==> config.mk <==
export PLATFORM = sky130hd
export DESIGN_NAME = instr_encoder
export DESIGN_NICKNAME = d
export VERILOG_FILES = /design/src/rtl/instr_encoder.sv
export SDC_FILE = /design/constraint.sdc
export NUM_CORES = 1
export LEC_CHECK = 0
export ABC_AREA = 1
export BUFFER_PORTS_ARGS = -buffer_cell sky130_fd_sc_hd__buf_2
export CORE_MARGIN = 1.5
export CORE_UTILIZATION = 55
export DETAILED_ROUTE_END_ITERATION = 8
export PLACE_DENSITY = 0.78
export SKIP_LAST_GASP = 1
export SYNTH_ARGS = -nofsm -noshare
export SYNTH_HDL_FRONTEND = slang
export SYNTH_SLANG_ARGS = --single-unit
==> constraint.sdc <==
create_clock -name clk -period 4.55 [get_ports clk]
set_clock_uncertainty 0.05 [all_clocks]
set_input_delay 0.455 -clock clk [delete_from_list [all_inputs] [get_ports clk]]
set_output_delay 0.455 -clock clk [all_outputs]
set_load 0.01 [all_outputs]
==> src/rtl/instr_encoder.sv <==
// RV32I instruction encoder: decodes an abstract op/register/immediate request,
// range-checks it, and queues the encoded word with its byte address in a 2-entry FIFO.
module instr_encoder (
    input  logic        clk,
    input  logic        rst_n,
    input  logic        clear,
    input  logic        in_valid,
    output logic        in_ready,
    input  logic [4:0]  in_op,
    input  logic [4:0]  in_rd,
    input  logic [4:0]  in_rs1,
    input  logic [4:0]  in_rs2,
    input  logic [31:0] in_imm,
    output logic        out_valid,
    input  logic        out_ready,
    output logic [31:0] out_instr,
    output logic [31:0] out_addr,
    output logic        err_op,
    output logic        err_imm,
    output logic [15:0] instr_count
);

    typedef enum logic [2:0] {FMT_R, FMT_I, FMT_S, FMT_B, FMT_U, FMT_J} fmt_t;

    typedef struct packed {
        logic [31:0] instr;
        logic [31:0] addr;
    } entry_t;

    fmt_t        fmt;
    logic [6:0]  opc;
    logic [2:0]  f3;
    logic [6:0]  f7;
    logic        op_ok;
    logic        imm_ok;
    logic [31:0] enc;

    entry_t      mem [2];
    logic        wr_ptr, rd_ptr;
    logic [1:0]  count;
    logic [31:0] addr;
    logic        full, accept, push, pop;

    always_comb begin
        fmt   = FMT_R;
        opc   = 7'b0110011;
        f3    = 3'b000;
        f7    = 7'b0000000;
        op_ok = 1'b1;
        case (in_op)
            5'd0:  ;
            5'd1:  f7 = 7'b0100000;
            5'd2:  f3 = 3'b001;
            5'd3:  f3 = 3'b101;
            5'd4:  begin f3 = 3'b101; f7 = 7'b0100000; end
            5'd5:  f3 = 3'b010;
            5'd6:  f3 = 3'b011;
            5'd7:  f3 = 3'b111;
            5'd8:  f3 = 3'b110;
            5'd9:  begin fmt = FMT_I; opc = 7'b0010011; end
            5'd10: begin fmt = FMT_I; opc = 7'b0010011; f3 = 3'b111; end
            5'd11: begin fmt = FMT_I; opc = 7'b0010011; f3 = 3'b110; end
            5'd12: begin fmt = FMT_I; opc = 7'b0000011; f3 = 3'b010; end
            5'd13: begin fmt = FMT_S; opc = 7'b0100011; f3 = 3'b010; end
            5'd14: begin fmt = FMT_B; opc = 7'b1100011; end
            5'd15: begin fmt = FMT_J; opc = 7'b1101111; end
            5'd16: begin fmt = FMT_I; opc = 7'b1100111; end
            5'd17: begin fmt = FMT_U; opc = 7'b0110111; end
            5'd18: begin fmt = FMT_U; opc = 7'b0010111; end
            default: op_ok = 1'b0;
        endcase
    end

    always_comb begin
        imm_ok = 1'b1;
        case (fmt)
            FMT_I, FMT_S: imm_ok = ($signed(in_imm) >= -32'sd2048) && ($signed(in_imm) <= 32'sd2047);
            FMT_B: imm_ok = ($signed(in_imm) >= -32'sd4096) && ($signed(in_imm) <= 32'sd4094) && !in_imm[0];
            FMT_J: imm_ok = ($signed(in_imm) >= -32'sd1048576) && ($signed(in_imm) <= 32'sd1048574) && !in_imm[0];
            FMT_U: imm_ok = (in_imm[11:0] == 12'd0);
            default: imm_ok = 1'b1;
        endcase
    end

    always_comb begin
        enc = 32'd0;
        case (fmt)
            FMT_R: enc = {f7, in_rs2, in_rs1, f3, in_rd, opc};
            FMT_I: enc = {in_imm[11:0], in_rs1, f3, in_rd, opc};
            FMT_S: enc = {in_imm[11:5], in_rs2, in_rs1, f3, in_imm[4:0], opc};
            FMT_B: enc = {in_imm[12], in_imm[10:5], in_rs2, in_rs1, f3, in_imm[4:1], in_imm[11], opc};
            FMT_U: enc = {in_imm[31:12], in_rd, opc};
            FMT_J: enc = {in_imm[20], in_imm[10:1], in_imm[11], in_imm[19:12], in_rd, opc};
            default: enc = 32'd0;
        endcase
    end

    // No bypass: a full FIFO refuses input even while it is being drained.
    assign full      = (count == 2'd2);
    assign in_ready  = rst_n && !full && !clear;
    assign accept    = in_valid && in_ready;
    assign push      = accept && op_ok && imm_ok;
    assign out_valid = (count != 2'd0);
    assign pop       = out_valid && out_ready;

    assign out_instr = out_valid ? mem[rd_ptr].instr : 32'd0;
    assign out_addr  = out_valid ? mem[rd_ptr].addr  : 32'd0;

    always_ff @(posedge clk) begin
        if (push) mem[wr_ptr] <= '{instr: enc, addr: addr};
    end

    always_ff @(posedge clk or negedge rst_n) begin
        if (!rst_n) begin
            wr_ptr      <= 1'b0;
            rd_ptr      <= 1'b0;
            count       <= 2'd0;
            addr        <= 32'd0;
            instr_count <= 16'd0;
            err_op      <= 1'b0;
            err_imm     <= 1'b0;
        end else if (clear) begin
            wr_ptr      <= 1'b0;
            rd_ptr      <= 1'b0;
            count       <= 2'd0;
            addr        <= 32'd0;
            instr_count <= 16'd0;
            err_op      <= 1'b0;
            err_imm     <= 1'b0;
        end else begin
            if (push) begin
                wr_ptr      <= ~wr_ptr;
                addr        <= addr + 32'd4;
                instr_count <= instr_count + 16'd1;
            end
            if (pop) rd_ptr <= ~rd_ptr;
            count <= count + {1'b0, push} - {1'b0, pop};
            if (accept && !op_ok) err_op <= 1'b1;
            if (accept && op_ok && !imm_ok) err_imm <= 1'b1;
        end
    end

endmodule
After elaboration in Yosys (flattened, before gate mapping)
Memory sizes are Yosys's and may differ from the RTL's. Index checks and enable logic that the tools add are counted.

RAM bits: 128. Register bits after elaboration: 54. Latch bits: 0. Output and inout port bits: 84. Memory bits (read-only): 0. Input bits: 57. Memories kept: 1.

$mul: 0. Order comparisons: 6. Equal/unequal tests: 24. Reductions and logical operators: 36. Add/subtract/negate cells: 4. Shifts and indexed selects: 0. Divide/modulo/power cells: 0. Bitwise logic cells: 2. Mux-type cells: 24.

Memory list: mem (depth 2, width 64, rd ports 1, clocked after Yosys merged registers in 0, write ports 1, line 38) `entry_t mem [2];`.

Operators by type and width (number): one-hot mux 32 bit (6 select lines) (1); two-way mux 32 bit (4); one-hot mux 7 bit (8 select lines) (1); equality test 5 x 4 -> 1 bit, second input constant (8); adder 32 x 3 -> 32 bit, second input constant (1); >= comparator 32 x 12 -> 1 bit, second input constant (1); >= comparator 32 x 13 -> 1 bit, second input constant (1); >= comparator 32 x 21 -> 1 bit, second input constant (1); less-or-equal comparator 32 x 12 -> 1 bit, second input constant (1); less-or-equal comparator 32 x 13 -> 1 bit, second input constant (1); less-or-equal comparator 32 x 21 -> 1 bit, second input constant (1); two-way mux 16 bit (2); equality test 5 x 3 -> 1 bit, second input constant (4); OR reduction 19 bit (1); one-hot mux 3 bit (6 select lines) (1); adder 16 x 1 -> 16 bit, second input constant (1); equality test 5 bit, second input constant (3); one-hot mux 3 bit (5 select lines) (1); logical AND 1 bit (13); zero test 12 bit (1); OR reduction 2 bit (6); two-way mux 1 bit (11); equality test 5 x 2 -> 1 bit, second input constant (2); nonzero test 2 bit (5); other kinds (16) (24).

Depth between registers and ports, before layout
Gate-level depths: netlist (run 1).

Depth after elaboration: 10. Depth in mapped cells: 18.

Least setup slack after synthesis (run 1)
OpenSTA, ideal clock, no wires.

Path type: input to register. Start point: input in_op[0]. End point: memory mem[1][10] (netlist name) (enable). Setup time: 480 ps. Stages on the path: 13. Arrival: 4085 ps. Setup slack: -65 ps. Path buffers: 1. Cells stage by stage: inv_1 nand2_1 inv_1 nand2_2 nand2_2 nor3_2 nand2_1 nand2_1 inv_2 nand2_2 nand2_2 buf_2 nor2_1.

Longest elaborated chain between the ends: 9.

Ends and longest elaborated chain: start: declaration (line 9) `input logic [4:0] in_op,`; equality test 5 bit / equality test 5 x 4 -> 1 bit (equally long branches) (line 50) `case (in_op)`; OR reduction 5 bit (no line) / OR reduction 2 bit (equally long branches); one-hot mux 3 bit (5 select lines) (line 50); equality test 3 x 2 -> 1 bit / equality test 3 x 1 -> 1 bit (equally long branches) (line 76) `case (fmt)`; OR reduction 2 bit (line 76); one-hot mux 1 bit (4 select lines) (line 76); logical AND 1 bit * (line 102) `assign push = accept && op_ok && imm_ok;`; two-way mux 1 bit * (line 110) `if (push) mem[wr_ptr] <= '{instr: enc, addr: addr};`; two-way mux 1 bit (not written as such) * (line 110); end: declaration (line 38).

Mark *: on every way between the ends. The rest lies on a longest branch, timed or not.

Final worst setup path (run 1)
Start point: register rd_ptr. End point: output out_instr[0].

Longest elaborated chain between the ends: 2.

Ends and longest elaborated chain: start: declaration (line 39) `logic wr_ptr, rd_ptr;`; start signal: assignment (line 136) `if (pop) rd_ptr <= ~rd_ptr;`; memory read (2 x 64 bit); two-way mux 32 bit (line 106) `assign out_instr = out_valid ? mem[rd_ptr].instr : 32'd0;`; end: declaration (line 16) `output logic [31:0] out_instr,`.

No other way between the ends.

==> results.md, run 1 <==
* Status: complete, no violations
* Tightest Hold Check Type: primary input to async pin
* Gr usage total at 0.266
* I/O pins at 141
* Number of max-cap violations at 0
* Top_reg_cell synth: edfxtp_1
* Wire per inst at 15.9 um
* Worst-Skew Late Latency at 0.43 ns
* Reg2reg end: mem[0][46]
* Crit end category: output pin
* Critical path arrival at 2.39 ns
* P&R area growth vs syn at 15.4%
* Yosys warns at 0
* Vias in the first global route at 7144
* Core area at 16000 um^2
* Max Root-Sink Buffers at 2
* Met2 WL at 10700 um
* Final nets at 1256
* Power Density at 383 nW/um^2
* Largest net degree at the start of global routing at 69
* CTS tree: yes
* Synth Instances at 1074
* Post-Route WL at 22700 um
* # hold bufs at CTS at 0
* GRT overflow at 0
* Slew HR at 0.529
* CP Launch Type: register
* Critical path class: register to output pin
* Max Fclk at 0.346 GHz
* Syn avg cell area at 8.46 um^2
* # diodes at 0
* Fraction of registers with async set/reset at 0.299
* CTS resizes at 0
* Antenna violations before repair at 0
* Drt via density at 5.51
* Starting Density at 0.568
* Fillers at 1384
* Die Area at 17300 um^2
* Hold slack at 0.130 ns
* Initial DRC count at 670
* PortBufs at 138
* Setup violations, final at 0
* Die height at 132 um
* FP Rows at 46
* Final Cycle Share at 0.635
* Via count at 7852
* Post-route cell area at 10500 um^2
* Flops & latches, synth at 174
* Final Wtd Congestion at 0.947
* # H-tree levels at 4
* Critical Path RT at 4.05 ns
* CP Max Fanout at 64
* Fin Setup TNS at 0 ns
* Final hold violations at 0
* DRT antenna net count at 0
* Sequential fraction of the synthesis area at 0.546
* Fin crit period at 2.89 ns
* Post-Syn Area at 9090 um^2
* RSZ-0062 raised after global routing: false
* Die Span X at 132 um
* Top Layer Used: met4
* Metal1 wirelength at 10100 um
* Worst slew pin tran at 0.706 ns
* Layout cells sized above 1 at 0.171
* Reg-to-Reg Start: count[0]
* Root buffer cell: clkbuf_16
* VDD IR max at 0.276 mV
* Static Leak at 4.87 nW
* R2R depth at 10
* Detail Placement HPWL at 15400 um
* Worst-path clk slew at 0.07 ns
* Clk sinks at 174
* Post-synth EDFFs at 122
* Post-route DRC at 0
* Num CTS Buffers at 17
* Met3 Routed Length at 1540 um
* First-pass GRT wire length at 36400 um
* Post-DP Area at 9930 um^2
* Slew Limit Fails at 0
* Router iterations before antenna repair at 6
* Netlist cell types at 39
* R2R setup slack at 2.03 ns
* Setup bufs post-CTS at 0
==> stage by stage <==
| stage | std cells | utilization | setup WS (ns) | power [mW] |
|---|---|---|---|---|
| 2_1_floorplan | 1076 | - | 0.964 | 2.33 |
| 3_3_place_gp | 1392 | 0.620 | 1.37 | 2.70 |
| 4_1_cts | 1424 | 0.655 | 1.61 | 4.03 |
| 3_5_place_dp | 1392 | 0.620 | 1.30 | 2.70 |
| 5_1_grt | 1424 | 0.655 | 1.44 | 4.19 |
| 6_report | 1424 | 0.655 | 1.66 | 4.02 |
==> where the power goes <==
| group | total [mW] | internal, mW | switching (mW) |
|---|---|---|---|
| registers | 1.74 | 1.72 | 0.0152 |
| logic | 0.932 | 0.273 | 0.659 |
| clock network | 1.35 | 0.713 | 0.633 |
==> area by class of cell <==
cell class	instances	area, um^2	area share
flip-flops and latches	174	4970	0.474
multi-input cells	744	3490	0.333
clock buffers	17	425	0.0406
well taps	216	270	0.0258
repair buffers	148	791	0.0754
inverters	110	413	0.0394
clock inverters	15	130	0.0124
==> synth_stat cells (2+ instances only) <==
cell type    n  area (um^2)
nand2_2      9         56.3
xor2_1      15          131
nor4_1       9         56.3
nand3b_1     5         37.5
edfxtp_1   122         3660
buf_6        6         67.6
o31ai_1      2         15.0
conb_1       2         7.51
o221ai_1     5         43.8
xnor2_1      6         52.6
inv_1      100          375
buf_4        3         22.5
ha_1         4         50.1
or2_2        3         18.8
a21oi_1     72          360
buf_2        7         35.0
nor2_1      69          259
o21ai_0     24          120
dfrtp_1     52         1300
clkbuf_1    31          116
inv_2        7         26.3
nand4_1     47          294
o2111ai_1    2         17.5
nand2_1    343         1290
nor3_1      21          105
clkinv_1     3         11.3
nand3_1     93          465
==> worst max-delay path by stage <==
stage                   from      endpoint  depth (start not counted)
floorplan           in_op[0]    mem[1][10]                         13
global placement    in_op[0]    mem[0][50]                         16
detailed placement  in_op[0]    mem[0][49]                         16
CTS                   rd_ptr  out_instr[0]                          6
global route          rd_ptr  out_instr[0]                          6
finish                rd_ptr  out_instr[0]                          6
==> critical path, stage by stage (launching register included) <==
cell and delay [ns]:
dfrtp_2 0.38, buf_4 0.34, clkinv_1 0.10, buf_4 0.53, nand2_1 0.10, a21oi_1 0.28, buf_2 0.19
==> state kept, by name (all words and copies together), names as in the netlist <==
register and cells:
mem 122, addr 30, instr_count 16, count 2, err_imm 1, err_op 1
rd_ptr 1, wr_ptr 1
==> cells in the final DEF (no fill, tap or decap), types with 3 or more instances in the layout <==
master	count
nand2_1	343
buf_2	138
edfxtp_1	122
inv_1	99
nand3_1	93
a21oi_1	72
nor2_1	67
dfrtp_1	51
nand4_1	47
o21ai_0	24
nor3_1	21
clkbuf_16	17
xor2_1	15
nand2_2	9
nor4_1	9
inv_2	8
buf_4	8
xnor2_1	6
inv_6	6
o221ai_1	5
nand3b_1	5
ha_1	4
conb_1	4
clkinvlp_4	4
nor2_4	3
clkinv_1	3
or2_2	3
clkinv_4	3
==> kinds of logic after synthesis <==
logic type / count (synthesis) / synth area share
and+or+nand+nor: 605 / 0.289
DFF: 174 / 0.546
buffers and inverters: 158 / 0.0724
AOI/OAI and AO/OA: 110 / 0.0651
xor gates and xnor gates: 21 / 0.0202
adders and majority gates: 4 / 0.00551
other: 2 / 0.000827
==> per-layer routing <==
layer	up-vias	global-route usage
li1	3835	-
met1	3686	0.386
met2	307	0.415
met3	24	0.0494
met4	0	0.0691
met5	-	0
No activity file was read; power rests on OpenSTA's default activity.
==> run 2, diff against run 1 <==
clock period = 3 ns   (was 4.55 ns; I/O delays follow)
==> run 2 against run 1 <==
Compared with the run above: the flow now finishes with violations (hold timing); die area stayed put; setup slack worse by 1.0 ns; first-iteration DRC count is 5.1% higher; largest power group unchanged; register-to-register slack worse by 1.4 ns; critical path depth is 1 lower; sequential power is 53% higher; core utilization is 0.46 points higher; via count hardly changed; non-clock buffer count is 2 higher; global-route usage is 0.13 points higher; combinational power is 51% higher; design area is 0.70% higher.
==> results.md, run 2 (synthesis gave the netlist of run 1 again) <==
* Critical Path RT at 2.65 ns
* CTS tree: yes
* Starting Density at 0.568
* Worst-path cell chain: clkinv_1 > buf_12 > nand2_1 > a21oi_1 > buf_2
* Most common cell after layout, fill and taps aside: nand2_1
* Die height at 132 um
* CP Launch Type: register
* Post-route DRC at 0
* Clk sinks at 174
* Critical path class: register to output pin
* Most frequent cells in the layout: nand2_1 (343), buf_2 (138), edfxtp_1 (122)
* Sw power at 1.97 mW
* Max Fclk at 0.421 GHz
* Post-DP Area at 9970 um^2
* Status: finished, violations left
* Largest net degree at the start of global routing at 69
* Reg-to-Reg Start: addr[2]
* Hold slack at -0.0173 ns
* # hold bufs at CTS at 0
* CTS resizes at 0
* Logic pwr share at 0.225
* Power Density at 592 nW/um^2
* Post-Route WL at 22900 um
* Final setup margin at 0.624 ns
* VDD IR max at 0.435 mV
* Pre-CTS setup slack at 0.392 ns
* CP Max Fanout at 61
* Final Cycle Share at 0.792
* PortBufs at 138
* Sequential share of power at 0.427
* Via count at 7848
* Slew Limit Fails at 0
* Int Pwr at 4.29 mW
* Slew HR at 0.525
* First-pass GRT wire length at 36900 um
* Max Root-Sink Buffers at 2
* RSZ-0062 raised after global routing: false
* Num CTS Buffers at 17
* Detail Placement HPWL at 15700 um
* Post-route cell area at 10600 um^2
* Core area at 16000 um^2
* # diodes at 0
* Fin crit period at 2.38 ns
* Initial DRC count at 704
* Crit end category: output pin
* P&R area growth vs syn at 16.2%
* Sw Share at 0.314
* Setup bufs post-CTS at 0
* Worst slew pin tran at 0.705 ns
* Drt via density at 5.50
* Die Span X at 132 um
* Vias in the first global route at 7272
* Final hold violations at 8
* R2R depth at 11
* Violated checks: hold timing
* GRT overflow at 0
* DRT antenna net count at 0
* Clk pwr share at 0.347
* Fin Setup TNS at 0 ns
* Die Area at 17300 um^2
* Reg2reg end: addr[20]
* # H-tree levels at 4
* Final Wtd Congestion at 0.988
* Router iterations before antenna repair at 6
* Critical Path Max Stage Delay at 0.61 ns
* Gr usage total at 0.268
* Worst-Skew Late Latency at 0.42 ns
* Max FFs per register at 122
* Final nets at 1258
* Tightest Hold Check Type: primary input to async pin
* I/O pins at 141
* Root buffer cell: clkbuf_16
* Static Leak at 4.90 nW
* Worst-path clk slew at 0.07 ns
* Biggest regs: mem: 122 flops, addr: 30 flops, instr_count: 16 flops
* R2R setup slack at 0.63 ns
* Wire per inst at 16.1 um
* Number of max-cap violations at 0
* Layout cells sized above 1 at 0.172
* Largest Register: mem
* Setup violations, final at 0
* FP Rows at 46
* Critical path arrival at 2.03 ns
* Antenna violations before repair at 0
* CP max stage cell: dfrtp_2
[run 2: metrics by stage]
step | util | cells | total power, mW | hold slack, ns
detailed placement | 0.623 | 1394 | 4.14 | 0.454
global placement | 0.623 | 1394 | 4.12 | 0.438
floorplan | - | 1076 | 3.53 | -0.0456
finish | 0.660 | 1426 | 6.25 | -0.0173
global route | 0.660 | 1426 | 6.52 | 0.0427
CTS | 0.660 | 1426 | 6.28 | 0.0220
[run 2: cell type report]
cell class,count,area [um^2]
clock buffer,18,429
clock inverter,14,156
fill,1374,5450
inverter,110,417
multi-input combinational,744,3490
sequential,174,4970
tap,216,270
timing repair buffer,150,831
[run 2: worst max-delay path by stage]
stage              from  depth (start not counted)  slack, ns      endpoint
2_1_floorplan  in_op[3]                         13       0.24    mem[0][10]
3_3_place_gp   in_op[4]                         17       0.43      count[1]
3_5_place_dp   in_op[4]                         17       0.39      count[1]
4_1_cts          rd_ptr                          5       0.58  out_instr[1]
5_1_grt         addr[2]                         11       0.37      addr[20]
6_report         rd_ptr                          5       0.62  out_instr[1]
[run 2: power groups by stage]
stage               combinational (mW)  clock [mW]  sequential [mW]
global placement                  1.40           0             2.72
finish                            1.41        2.17             2.67
detailed placement                1.41           0             2.72
global route                      1.55        2.29             2.68
floorplan                        0.856           0             2.68
CTS                               1.42        2.19             2.67
[run 2: critical path: cells and delay by family (launching register included)]
kind / cells / cell delay (ns)
AO/OA/AOI/OAI: 1 / 0.27
flip-flops: 1 / 0.61
AND/OR/NAND/NOR: 1 / 0.08
buffers and inverters: 3 / 0.62
[run 2: per-layer routing]
metal,GRT usage,part of all wire,up-vias
li1,-,-,3831
met1,0.368,0.43,3682
met2,0.436,0.48,303
met3,0.0540,0.075,32
met4,0.0710,0.014,0
met5,0,0,-
==> run 3, diff against run 2 <==
ABC_AREA = 0   (was 1)
CORE_UTILIZATION = 51   (was 55)
PLACE_DENSITY = 0.76   (was 0.78)
clock period = 2 ns   (was 3 ns; I/O delays follow)
==> run 3 against run 2 <==
Compared with the run above: the run ends with setup timing left; synthesized cell count shrank 29%; sequential power grew 50%; critical path depth grew 6; core utilization grew 5.1 points; count of clock-buffer cells in the layout is the same; design area grew 12%; non-clock buffer count grew 140; register-to-register slack lost 0.70 ns; critical path type is now primary input to register; largest power group unchanged; highest routed layer unchanged.
==> results.md, run 3 <==
* Initial DRC count at 566
* Yosys warns at 0
* Post-synth top area cell: edfxtp_1
* Status: finished, violations left
* Slew Limit Fails at 0
* Number of max-cap violations at 0
* Mux contribution to synthesized area at 0.138
* Top_reg_cell synth: edfxtp_1
* Critical Path Max Stage Delay at 0.38 ns
* Final std cells w/o fill at 1256
* WHS Path Cells at 3
* Worst hold endpoint: mem[1][54]
* Worst-path clk slew at 0.06 ns
* Logic pwr share at 0.308
* GRT overflow at 0
* Max FFs per register at 122
* Num CTS Buffers at 17
* Clk sinks at 174
* Sw power at 3.37 mW
* FF/Latch Area at 4970 um^2
* Reg-to-Reg Start: count[1]
* Core area at 16600 um^2
* Post-synth EDFFs at 122
* Worst-path cell chain: buf_8 > nor4_4 > buf_4 > nand3_4 > a311oi_4 > o31a_1 > o21ai_4 > buf_6 > nor2_4 > buf_4 > buf_12
* Static Leak at 5.03 nW
* PortBufs at 138
* Fillers at 1101
* Post-Route WL at 24000 um
* Most common cell after layout, fill and taps aside: buf_4
* Tightest Hold Check Type: primary input to register
* Int Pwr at 7.05 mW
* Max Fclk at 0.476 GHz
* Final nets at 1084
* Die Area at 17900 um^2
* Yosys top cell area share at 0.419
* Largest family of logic cells by synthesized area: simple AND/OR/NAND/NOR gates
* Post-Syn Area at 8740 um^2
* Post-route DRC at 0
* Starting Density at 0.525
* Final core utilization at 0.711
* First-pass GRT wire length at 33700 um
* Number of instances in the placed design at 1200
* Fin Setup TNS at -5.63 ns
* Post-Synth Simple-Gate Area at 0.170
* Wire per inst at 19.1 um
* Clk pwr share at 0.308
* Final setup margin at -0.0999 ns
* # diodes at 0
* CP Max Fanout at 22
* Critical path class: primary input to register
* Reg2reg end: count[1]
* Die height at 134 um
* VDD IR max at 0.781 mV
* Most frequent cells in the layout: buf_4 (130), buf_2 (128), edfxtp_1 (122)
* Max Root-Sink Buffers at 2
* Drt via density at 5.71
* Flops & latches, synth at 174
* Largest net degree at the start of global routing at 91
* Top-count cell post-synth: edfxtp_1
* Slew HR at 0.419
* Synth Instances at 759
* Via count at 7172
* Final Cycle Share at 1.05
* Worst slew pin tran at 0.871 ns
* Final Wtd Congestion at 0.881
* FP Rows at 47
* CP Launch Type: primary input
* Detail Placement HPWL at 14900 um
* I/O pins at 141
* DRT antenna net count at 0
* Die Span X at 134 um
* Fraction of registers with async set/reset at 0.299
* Hold Startpoint: in_imm[22]
* Final hold violations at 0
* Critical Path RT at 2.09 ns
* P&R area growth vs syn at 35.3%
* CP max stage cell: a311oi_4
* Netlist cell types at 60
* Layout cells sized above 1 at 0.365
* Antenna violations before repair at 0
* # H-tree levels at 4
* Compound-gate portion of the synthesized area at 0.0826
* Setup violations, final at 76
* Worst-Skew Late Latency at 0.44 ns
* Sw Share at 0.323
* Multi-input logic area at 3830 um^2
* Syn avg cell area at 11.5 um^2
* Biggest regs: mem: 122 flops, addr: 30 flops, instr_count: 16 flops
* Router iterations before antenna repair at 6
* Vias in the first global route at 6642
* Synth Area in XOR/XNOR at 0.00501
* Synth cell count leaders: edfxtp_1 (122), nor2_1 (118), mux2i_1 (69), dfrtp_1 (52), nor2b_1 (43)
* Largest Register: mem
* R2R setup slack at -0.07 ns
* Fin crit period at 2.10 ns
* Crit end category: register
* Power Density at 881 nW/um^2
* R2R depth at 9
* CTS tree: yes
* Adder-cell share of the synthesized area at 0.00573
* Sequential share of power at 0.384
* Gr usage total at 0.243
* Violated checks: setup timing
* Critical path arrival at 2.19 ns
* Root buffer cell: clkbuf_16
* Top cells by area, synth: edfxtp_1 (42%), dfrtp_1 (15%), mux2i_1 (7.9%)
* Sequential fraction of the synthesis area at 0.568
* RSZ-0062 raised after global routing: true
* Most used cell, CP: buf_4
run 3: cell types whose count changed after synthesis, moves of 17 or more:
cell     delta
inv_1      -92
o21ai_0    -17
mux2i_1    +69
nor2_1     +49
nand3_1    -66
nand2_1   -304
mux2_1     +39
a21oi_1    -31
nor2b_1    +43
nand4_1    -25
run 3: repair_timing:
item	in CTS	in global routing
hold buffers	1	0
resized for setup	26	32
setup endpoints to repair	212	119
pin swaps	9	11
hold endpoints to repair	52	0
gates cloned	0	9
setup buffers	5	10
run 3: logic make-up (layout without fill, tap and decap cells):
group | after synthesis | after routing
AND/OR/NAND/NOR | 302 | 302
flip-flops | 174 | 174
multiplexers | 115 | 115
AO/OA/AOI/OAI | 100 | 101
buffers and inverters | 57 | 331
XOR/XNOR | 5 | 5
adder cells (fa/ha/maj) | 4 | 4
other | 2 | 4
run 3: routing by layer:
layer  vias to the layer above  GRT usage  wire length, um
li1                       3312          -                -
met1                      3491      0.305             9340
met2                       329      0.430            12200
met3                        40     0.0397             1840
met4                         0     0.0755              525
met5                         -          0                0
run 3: through the flow:
| step | power [mW] | worst slack (ns) | cell area, um^2 | hold slack [ns] |
|---|---|---|---|---|
| after floorplan | 5.72 | -0.728 | 8840 | -0.146 |
| after global placement | 6.83 | -0.623 | 10700 | 0.353 |
| after detailed placement | 6.87 | -0.682 | 10700 | 0.359 |
| after CTS | 10.2 | -0.0540 | 11400 | 0.0146 |
| after global routing | 10.8 | -0.165 | 11800 | 0.0386 |
| final | 10.4 | -0.0999 | 11800 | 0.0286 |
run 3: power by group through the flow:
| stage | registers [mW] | clock network [mW] | logic (mW) |
|---|---|---|---|
| 6_report | 4.00 | 3.21 | 3.21 |
| 5_1_grt | 4.01 | 3.37 | 3.41 |
| 4_1_cts | 4.00 | 3.23 | 2.94 |
| 2_1_floorplan | 4.04 | 0 | 1.68 |
| 3_5_place_dp | 4.13 | 0 | 2.74 |
| 3_3_place_gp | 4.13 | 0 | 2.70 |
run 3: area by class of cell:
| type | instances | area share |
|---|---|---|
| multi-input cells | 531 | 0.324 |
| well taps | 220 | 0.0233 |
| repair buffers | 290 | 0.182 |
| clock inverters | 14 | 0.0113 |
| clock buffers | 18 | 0.0371 |
| flip-flops and latches | 174 | 0.420 |
| inverters | 9 | 0.00286 |
run 3: worst max path at each step:
| stage | endpoint | cells after the start | startpoint | slack (ns) |
|---|---|---|---|---|
| after floorplan | mem[0][10] | 8 | in_op[4] | -0.73 |
| after global routing | mem[1][33] | 11 | in_imm[26] | -0.16 |
| after detailed placement | count[1] | 12 | in_imm[20] | -0.68 |
| after global placement | count[1] | 11 | in_imm[23] | -0.62 |
| final | mem[1][33] | 11 | in_imm[26] | -0.1 |
| after CTS | count[0] | 10 | in_imm[25] | -0.05 |
run 3: worst max-delay path, delay by kind of cell:
family,cells,cell delay (ns)
AO/OA/AOI/OAI,3,0.75
buffers and inverters,5,0.72
AND/OR/NAND/NOR,3,0.49
